$ cat config.mk
export PLATFORM = sky130hd
export DESIGN_NAME = lfsr_range_rng
export DESIGN_NICKNAME = d
export VERILOG_FILES = /design/src/rtl/lfsr_range_rng.sv
export SDC_FILE = /design/constraint.sdc
export NUM_CORES = 1
export LEC_CHECK = 0
export BUFFER_PORTS_ARGS = -buffer_cell sky130_fd_sc_hd__buf_2
export CAP_MARGIN = 10
export CORE_MARGIN = 5
export CORE_UTILIZATION = 37
export CTS_BUF_LIST = sky130_fd_sc_hd__clkbuf_8 sky130_fd_sc_hd__clkbuf_16
export DETAILED_ROUTE_END_ITERATION = 16
export SLEW_MARGIN = 30
export SYNTH_ARGS = -nofsm -noshare
export SYNTH_HDL_FRONTEND = slang
export SYNTH_SLANG_ARGS = --single-unit
$ cat constraint.sdc
create_clock -name clk -period 5.6 [get_ports clk]
set_clock_uncertainty 0.2 [all_clocks]
set_input_delay 1.12 -clock clk [delete_from_list [all_inputs] [get_ports clk]]
set_output_delay 1.12 -clock clk [all_outputs]
set_load 0.01 [all_outputs]
$ cat src/rtl/lfsr_range_rng.sv
// Purpose: unbiased random value in [min_val, max_val] per request, by rejection sampling a Fibonacci LFSR.
// Latency: out_valid rises 2 cycles after acceptance at best, 1+MAX_TRIES cycles at worst.
// Backpressure: result is held in HOLD until out_ready; req_ready stays low from acceptance until the result is taken.
// Build option: define RNG_REJECT_STATS_EN to add the 16-bit saturating reject_cnt output.
module lfsr_range_rng #(
    parameter int unsigned WIDTH     = 8,
    parameter int unsigned LFSR_W    = 16,
    parameter logic [31:0] SEED      = 32'h0000_ACE1,
    parameter int unsigned MAX_TRIES = 8
) (
    input  logic              clk,
    input  logic              rst_n,
    input  logic              req_valid,
    output logic              req_ready,
    input  logic [WIDTH-1:0]  min_val,
    input  logic [WIDTH-1:0]  max_val,
    output logic              out_valid,
    input  logic              out_ready,
    output logic [WIDTH-1:0]  random_num,
    input  logic              seed_load,
    input  logic [LFSR_W-1:0] seed_in,
    output logic              fallback
`ifdef RNG_REJECT_STATS_EN
    ,
    output logic [15:0]       reject_cnt
`endif
);

    // Seed as seen by the LFSR: truncated or zero-extended to the register length.
    localparam logic [LFSR_W-1:0] SEED_V = LFSR_W'(SEED);

    // Parameter legality is enforced at elaboration so a bad instance never builds.
    generate
        if (!(LFSR_W == 8 || LFSR_W == 16 || LFSR_W == 24 || LFSR_W == 32)) begin : g_bad_lfsr_w
            $error("lfsr_range_rng: LFSR_W must be 8, 16, 24 or 32");
        end
        if (WIDTH < 2 || WIDTH > 32 || WIDTH > LFSR_W) begin : g_bad_width
            $error("lfsr_range_rng: WIDTH must be 2..32 and not exceed LFSR_W");
        end
        if (MAX_TRIES < 1 || MAX_TRIES > 255) begin : g_bad_tries
            $error("lfsr_range_rng: MAX_TRIES must be 1..255");
        end
        if (SEED_V == '0) begin : g_bad_seed
            $error("lfsr_range_rng: SEED must be nonzero after truncation to LFSR_W");
        end
    endgenerate

    // IDLE waits for a request, LOAD derives span/mask from the registered bounds,
    // DRAW tests one candidate per cycle, HOLD presents the result.
    typedef enum logic [1:0] {
        IDLE = 2'd0,
        LOAD = 2'd1,
        DRAW = 2'd2,
        HOLD = 2'd3
    } state_t;

    state_t             state;
    logic [LFSR_W-1:0]  lfsr;
    logic [LFSR_W-1:0]  lfsr_step;
    logic               lfsr_fb;
    logic [WIDTH-1:0]   lo;
    logic [WIDTH-1:0]   hi;
    logic [WIDTH-1:0]   span;
    logic [WIDTH-1:0]   mask;
    logic [7:0]         tries;

    logic [WIDTH-1:0]   cand;
    logic               cand_ok;
    logic               last_try;
    logic [WIDTH-1:0]   hi_minus_lo;
    logic [WIDTH-1:0]   fold_val;

    // Smallest all-ones mask covering v: every bit below the MSB of v is set.
    function automatic logic [WIDTH-1:0] smear(input logic [WIDTH-1:0] v);
        logic [WIDTH-1:0] m;
        m = v;
        for (int unsigned sh = 1; sh < WIDTH; sh = sh * 2) begin
            m = m | (m >> sh);
        end
        return m;
    endfunction

    // Feedback taps per supported length (1-based taps 8,6,5,4 / 16,15,13,4 / 24,23,22,17 / 32,22,2,1).
    generate
        if (LFSR_W == 8) begin : g_tap8
            assign lfsr_fb = lfsr[7] ^ lfsr[5] ^ lfsr[4] ^ lfsr[3];
        end else if (LFSR_W == 16) begin : g_tap16
            assign lfsr_fb = lfsr[15] ^ lfsr[14] ^ lfsr[12] ^ lfsr[3];
        end else if (LFSR_W == 24) begin : g_tap24
            assign lfsr_fb = lfsr[23] ^ lfsr[22] ^ lfsr[21] ^ lfsr[16];
        end else begin : g_tap32
            assign lfsr_fb = lfsr[31] ^ lfsr[21] ^ lfsr[1] ^ lfsr[0];
        end
    endgenerate

    assign lfsr_step = {lfsr[LFSR_W-2:0], lfsr_fb};

    // Candidate evaluation for the current DRAW cycle.
    always_comb begin
        cand        = lfsr[WIDTH-1:0] & mask;
        cand_ok     = (cand <= span);
        last_try    = (({1'b0, tries} + 9'd1) == 9'(MAX_TRIES));
        hi_minus_lo = hi - lo;
        // A masked candidate never exceeds 2*span+1, so the fold lands back inside [0, span].
        fold_val    = cand - span - WIDTH'(1);
    end

    // LFSR: a seed load wins over stepping in any state; a zero seed falls back to SEED.
    always_ff @(posedge clk or negedge rst_n) begin
        if (!rst_n) begin
            lfsr <= SEED_V;
        end else if (seed_load) begin
            lfsr <= (seed_in == '0) ? SEED_V : seed_in;
        end else if (state == DRAW) begin
            lfsr <= lfsr_step;
        end
    end

    // Request/draw/hold sequencing with registered handshake outputs.
    always_ff @(posedge clk or negedge rst_n) begin
        if (!rst_n) begin
            state      <= IDLE;
            req_ready  <= 1'b1;
            out_valid  <= 1'b0;
            random_num <= '0;
            fallback   <= 1'b0;
            tries      <= '0;
            lo         <= '0;
            hi         <= '0;
            span       <= '0;
            mask       <= '0;
        end else begin
            case (state)
                IDLE: begin
                    if (req_valid) begin
                        // Swapped bounds are legal: order them here.
                        lo        <= (min_val <= max_val) ? min_val : max_val;
                        hi        <= (min_val <= max_val) ? max_val : min_val;
                        tries     <= '0;
                        req_ready <= 1'b0;
                        state     <= LOAD;
                    end
                end
                LOAD: begin
                    // Span subtract and mask smear get their own cycle, off the input path.
                    span  <= hi_minus_lo;
                    mask  <= smear(hi_minus_lo);
                    state <= DRAW;
                end
                DRAW: begin
                    if (cand_ok) begin
                        random_num <= lo + cand;
                        fallback   <= 1'b0;
                        out_valid  <= 1'b1;
                        state      <= HOLD;
                    end else if (last_try) begin
                        random_num <= lo + fold_val;
                        fallback   <= 1'b1;
                        out_valid  <= 1'b1;
                        state      <= HOLD;
                    end else begin
                        tries <= tries + 8'd1;
                    end
                end
                HOLD: begin
                    // No skid buffer: the next request is taken one cycle after the result leaves.
                    if (out_ready) begin
                        out_valid <= 1'b0;
                        req_ready <= 1'b1;
                        state     <= IDLE;
                    end
                end
                default: begin
                    state <= IDLE;
                end
            endcase
        end
    end

`ifdef RNG_REJECT_STATS_EN
    // Saturating count of rejected candidates, fallback cycles included.
    always_ff @(posedge clk or negedge rst_n) begin
        if (!rst_n) begin
            reject_cnt <= '0;
        end else if (seed_load) begin
            reject_cnt <= '0;
        end else if (state == DRAW && !cand_ok && reject_cnt != 16'hFFFF) begin
            reject_cnt <= reject_cnt + 16'd1;
        end
    end
`endif

endmodule

# After elaboration in Yosys (flattened, before gate mapping)
# Index checks and enable logic that the tools add are counted.
[totals]
input_bits = 37
out_inout_bits = 11
regBits = 69
word_cells = 73
[classes]
addsub = 7
muxes = 24
bitwise = 7
n_reduce_logical = 13
magnitude_cmp = 2
eq_ne = 9
[op_table]
columns = ["op", "count"]
rows = [
  ["2-to-1 mux 8 bit", 7],
  ["2-to-1 mux 16 bit", 3],
  ["adder 8 bit", 2],
  ["less-or-equal comparator 8 bit", 2],
  ["zero test 16 bit", 1],
  ["case mux 8 bit (2 select lines)", 1],
  ["subtractor 8 bit", 2],
  ["nonzero test 2 bit", 5],
  ["adder 8 x 1 -> 9 bit, second input constant", 1],
  ["equality test 9 x 4 -> 1 bit, second input constant", 1],
  ["AND reduction 3 bit", 3],
  ["adder 8 x 1 -> 8 bit, second input constant", 1],
  ["AND 8 bit", 1],
  ["2-to-1 mux 2 bit", 4],
  ["inequality test 2 bit, second input constant", 4],
  ["OR 8 x 4 -> 8 bit", 1],
  ["OR 8 x 6 -> 8 bit", 1],
  ["OR 8 x 7 -> 8 bit", 1],
  ["case mux 2 bit (4 select lines)", 1],
  ["subtractor 8 x 1 -> 8 bit, second input constant", 1],
  ["2-to-1 mux 1 bit", 6],
  ["equality test 2 bit, second input constant", 2],
  ["case mux 1 bit (2 select lines)", 2],
  ["AND reduction 2 bit", 2],
  ["other kinds (5)", 7],
]

# Depth between registers and ports, before layout
[logic_depth]
word_depth = 6
mapped_depth = 11
ltp_nobuf = 11

# Least setup slack after synthesis
# OpenSTA, ideal clock, no wires.
[synth_timing]
kind = "input-to-reg"
start = "input port max_val[1]"
end = "register hi[6]"
arrival_time_ns = 2.683
path_slack_ns = 2.580
setup_time_ns = 0.137
path_buffers = 1
t_required_ns = 5.263
path_stages = 9
path_cell_list = "inv_1 -> ha_1 -> nor2b_1 -> o211ai_1 -> a21oi_1 -> o21ai_2 -> buf_2 -> mux2i_1 -> a21oi_1"
[synth_between]
elab_chain_len = 2
[synth_lines]
columns = ["element", "line_no", "source"]
rows = [
  ["from (decl)", "16", "input logic [WIDTH-1:0] max_val,"],
  ["less-or-equal comparator 8 bit", "138", "hi <= (min_val <= max_val) ? max_val : min_val;"],
  ["2-to-1 mux 8 bit", "138", ""],
  ["to (signal assigned)", "138", ""],
  ["to (decl)", "62", "logic [WIDTH-1:0] hi;"],
]
# Every way passes these cells.
# A chain may end at the register's enable or synchronous reset.

# Final worst setup path
[layout_timing]
start = "register lfsr[5]"
end = "register state[1]"
[layout_between]
elab_chain_len = 4
word_cells_on_any_way = 6
classes_between = "order compare (1); eq/ne (1); mux (2); bitwise (1); reduce/logical (1)"
[layout_lines]
columns = ["element", "line_no", "source"]
rows = [
  ["from (decl)", "58", "logic [LFSR_W-1:0] lfsr;"],
  ["from (signal assigned)", "113", "lfsr <= (seed_in == '0) ? SEED_V : seed_in;"],
  ["from (signal assigned)", "115", "lfsr <= lfsr_step;"],
  ["AND 8 bit *", "100", "cand = lfsr[WIDTH-1:0] & mask;"],
  ["less-or-equal comparator 8 bit *", "101", "cand_ok = (cand <= span);"],
  ["2-to-1 mux 2 bit or inequality test 3 bit (tied branches)", "-", ""],
  ["case mux 2 bit (4 select lines) or AND reduction 3 bit (tied branches)", "-", ""],
  ["to (signal assigned)", "141", "state <= LOAD;"],
  ["to (signal assigned)", "148", "state <= DRAW;"],
  ["to (signal assigned)", "155", "state <= HOLD;"],
  ["to (decl)", "57", "state_t state;"],
]
# Mark *: on every way between the ends. The rest lies on a longest branch, timed or not.

==> impl_metrics.yaml <==
drt:
  first_iter_violations: 161
  vias: 3758
  met2_length_um: 5310
  dr_wl_met3_um: 355
  routed_wl_um: 10900
  drt-met1-wl_um: 5070
  drc: 0
  via_per_inst: 5.16
  routed.top_layer: "met4"
  avgRoutedWirePerCell_um: 15.0
  detail-route-antenna-nets: 0
  drtPass1Iterations: 4
cells_and_area:
  nets: 636
  stdcell_count: 728
  insertedDiodeCount: 0
  fin_util_pct: 43.3
  final_layout_size_suffix_gt1_share_pct: 19.4
  syn2layout_area_growth_pct: 14.3
global_route:
  grt_pass1_wl_um: 17900
  first_global_vias: 3739
  antenna_found_initial: 0
  grt_remaining_overflow: 0
  grt.total_usage_pct: 14.9
  grt_max_degree: 69
timing:
  rsz0062_at_grt: "false"
  hold_violations: 0
  fin_tns_setup_ns: 0
  slew_viol_final: 0
  worst_slew_pin_slew_ns: 0.807
  fmax_mhz: 319
  period_minus_slack_ns: 3.13
  setup_viol_count_final: 0
  setup_slack_ns: 2.47
  timing.final.crit_share_pct: 55.9
  relSlewSlack_pct: 45.8
floorplan:
  start_util_pct: 37.9
  die_area_mm2: 0.0154
  fp-row-count: 41
  die_w_um: 124
  io_pins: 48
  die_h_um: 124
  core_area_mm2: 0.0127
clock_tree:
  clk_latency_ns: 0.34
  clockBufferDepth: 2
  postCtsSetupRepairBufs: 0
  cts_tree: "yes"
  root_buffer: "clkbuf_16"
  htreeDepth: 3
  cts_hold_buffers: 0
  cts_buffers: 9
  cts.clk_slew.worst_paths_ns: 0.06
  cts.repair.resized: 0
  numClockSinks: 68
place:
  pre_cts_ws_ns: 2.10
  dp_hpwl_um: 8360
  port_buffers: 47
  dp.cells: 712
  gp_congestion: 0.802
synth:
  synth_top_area_cell: "dfrtp_1"
  synth_nets: 592
  synth-seq-cells: 68
  synth_edf_count: 0
  synth_top_area_share_pct: 30.8
  synth_area_leaders: "dfrtp_1, ha_1, mux2i_1"
  ys_async_sr_fraction_pct: 100
  ys.flop_type: "dfrtp_1"
  yosysSeqAreaShare_pct: 35.7
  syn_area_mm2: 0.00480
  syn_avg_cell_area_um2: 9.47
  yosysWarnings: 0
  synth.most_common_cell: "dfrtp_1"
  synth_top_cells_by_count: "dfrtp_1, a21oi_1, nor2_1"
  ys_types: 62
  synthCells: 507
critical_path:
  crit_top_cell: "a21oi_1"
  critPathMaxFanout: 11
  cp.required_ns: 5.62
  startpoint_type: "flop"
  critPathTopFamily: "compound AO/OA/AOI/OAI gates"
  crit_arrival_ns: 3.15
  path_buf_inv: 0
  critPathKind: "flop to flop"
  crit_chain: "and2_1 -> ha_1 -> a21oi_1 -> a21boi_0 -> or2_2 -> o211a_1 -> a21oi_1 -> mux2_2"
  slowest_delay_ns: 0.53
  critPathSlowestCell: "dfstp_2"
  endpoint_kind: "flop"
status:
  status: "finished, final reports clean"
job:
  max_cap_viol_count: 0
power_and_ir_drop:
  powerDensity_mw_per_mm2: 674
  ir_drop_uv: 219
  total_power_uw: 3700
  p_leak_uw: 0.00241
min_path:
  hold_class: "flop to flop"
## logic make-up after synthesis
| group | after synthesis | synth area share, % |
|---|---|---|
| compound gates | 128 | 17.8 |
| flops | 68 | 35.7 |
| mux | 43 | 9.23 |
| simple gates | 148 | 15.2 |
| buf+inv | 52 | 4.33 |
| fa+ha+maj | 48 | 14.1 |
| xor+xnor | 20 | 3.65 |
## layout make-up
cell class	count	area, um2
inverters	36	135
clock inverters	6	41.3
repair buffers	49	254
fillers	1274	7190
flip-flops and latches	68	1710
multi-input cells	387	2890
clock buffers	10	239
well taps	172	215
## final timing paths
path	cells after the start	slack, ns	end	from
hold reg to reg	1	0.29	mask[1]	mask[1]
hold / removal	1	0.29	mask[1]	mask[1]
max in group asynchronous	2	4.06	lo[0]	rst_n
setup reg to reg	8	2.47	state[1]	lfsr[5]
min in group asynchronous	2	0.67	tries[0]	rst_n
setup / recovery	8	2.47	state[1]	lfsr[5]
## state kept, by name (all words and copies together), names as in the netlist, 2 cells and up
signal	cells
lfsr	16
hi	8
lo	8
random_num	8
span	8
tries	8
mask	7
state	2
## power breakdown
group	switching, uW	internal (uW)	leakage (uW)	total (uW)
combinational	1280	1020	0.00150	2300
clock	223	311	0.000136	533
sequential	172	693	0.000775	864
total	1680	2020	0.00241	3700
## worst reg2reg max path, stage by stage, from the launching register on
cell and delay, ns:
dfstp_2 0.53, and2_1 0.27, ha_1 0.31, a21oi_1 0.15, a21boi_0 0.19, or2_2 0.35, o211a_1 0.38, a21oi_1 0.27
mux2_2 0.36
## per-layer routing
metal,GRT usage (%),up-vias
met5,0,-
met2,25.2,55
met1,19.1,1789
li1,-,1897
met3,2.54,17
met4,5.54,0
## stage by stage
stage / instance area, um2 / hold slack (ns)
after floorplan: 4800 / 0.262
after global placement: 5190 / 0.278
after detailed placement: 5190 / 0.287
after CTS: 5470 / 0.300
after global routing: 5490 / 0.317
final: 5490 / 0.295
## cells in the final DEF (no fill, tap or decap), types with 4 or more instances in the layout
| master | instances |
|---|---|
| nand2b_1 | 8 |
| o211ai_1 | 5 |
| mux2_2 | 10 |
| a211oi_1 | 4 |
| a21oi_1 | 45 |
| clkbuf_16 | 9 |
| nor3_1 | 5 |
| nand2_1 | 42 |
| or2_2 | 4 |
| o221a_2 | 6 |
| ha_1 | 38 |
| fa_1 | 10 |
| nand4_1 | 5 |
| o21ai_0 | 28 |
| dfrtp_1 | 59 |
| mux2i_1 | 33 |
| inv_1 | 36 |
| buf_2 | 47 |
| and2_1 | 5 |
| xnor2_1 | 17 |
| dfstp_2 | 9 |
| nand3_1 | 6 |
| nor4_1 | 7 |
| nor2b_1 | 8 |
| o22a_1 | 9 |
| nor2_1 | 43 |
(Power assumes the default switching activity.)
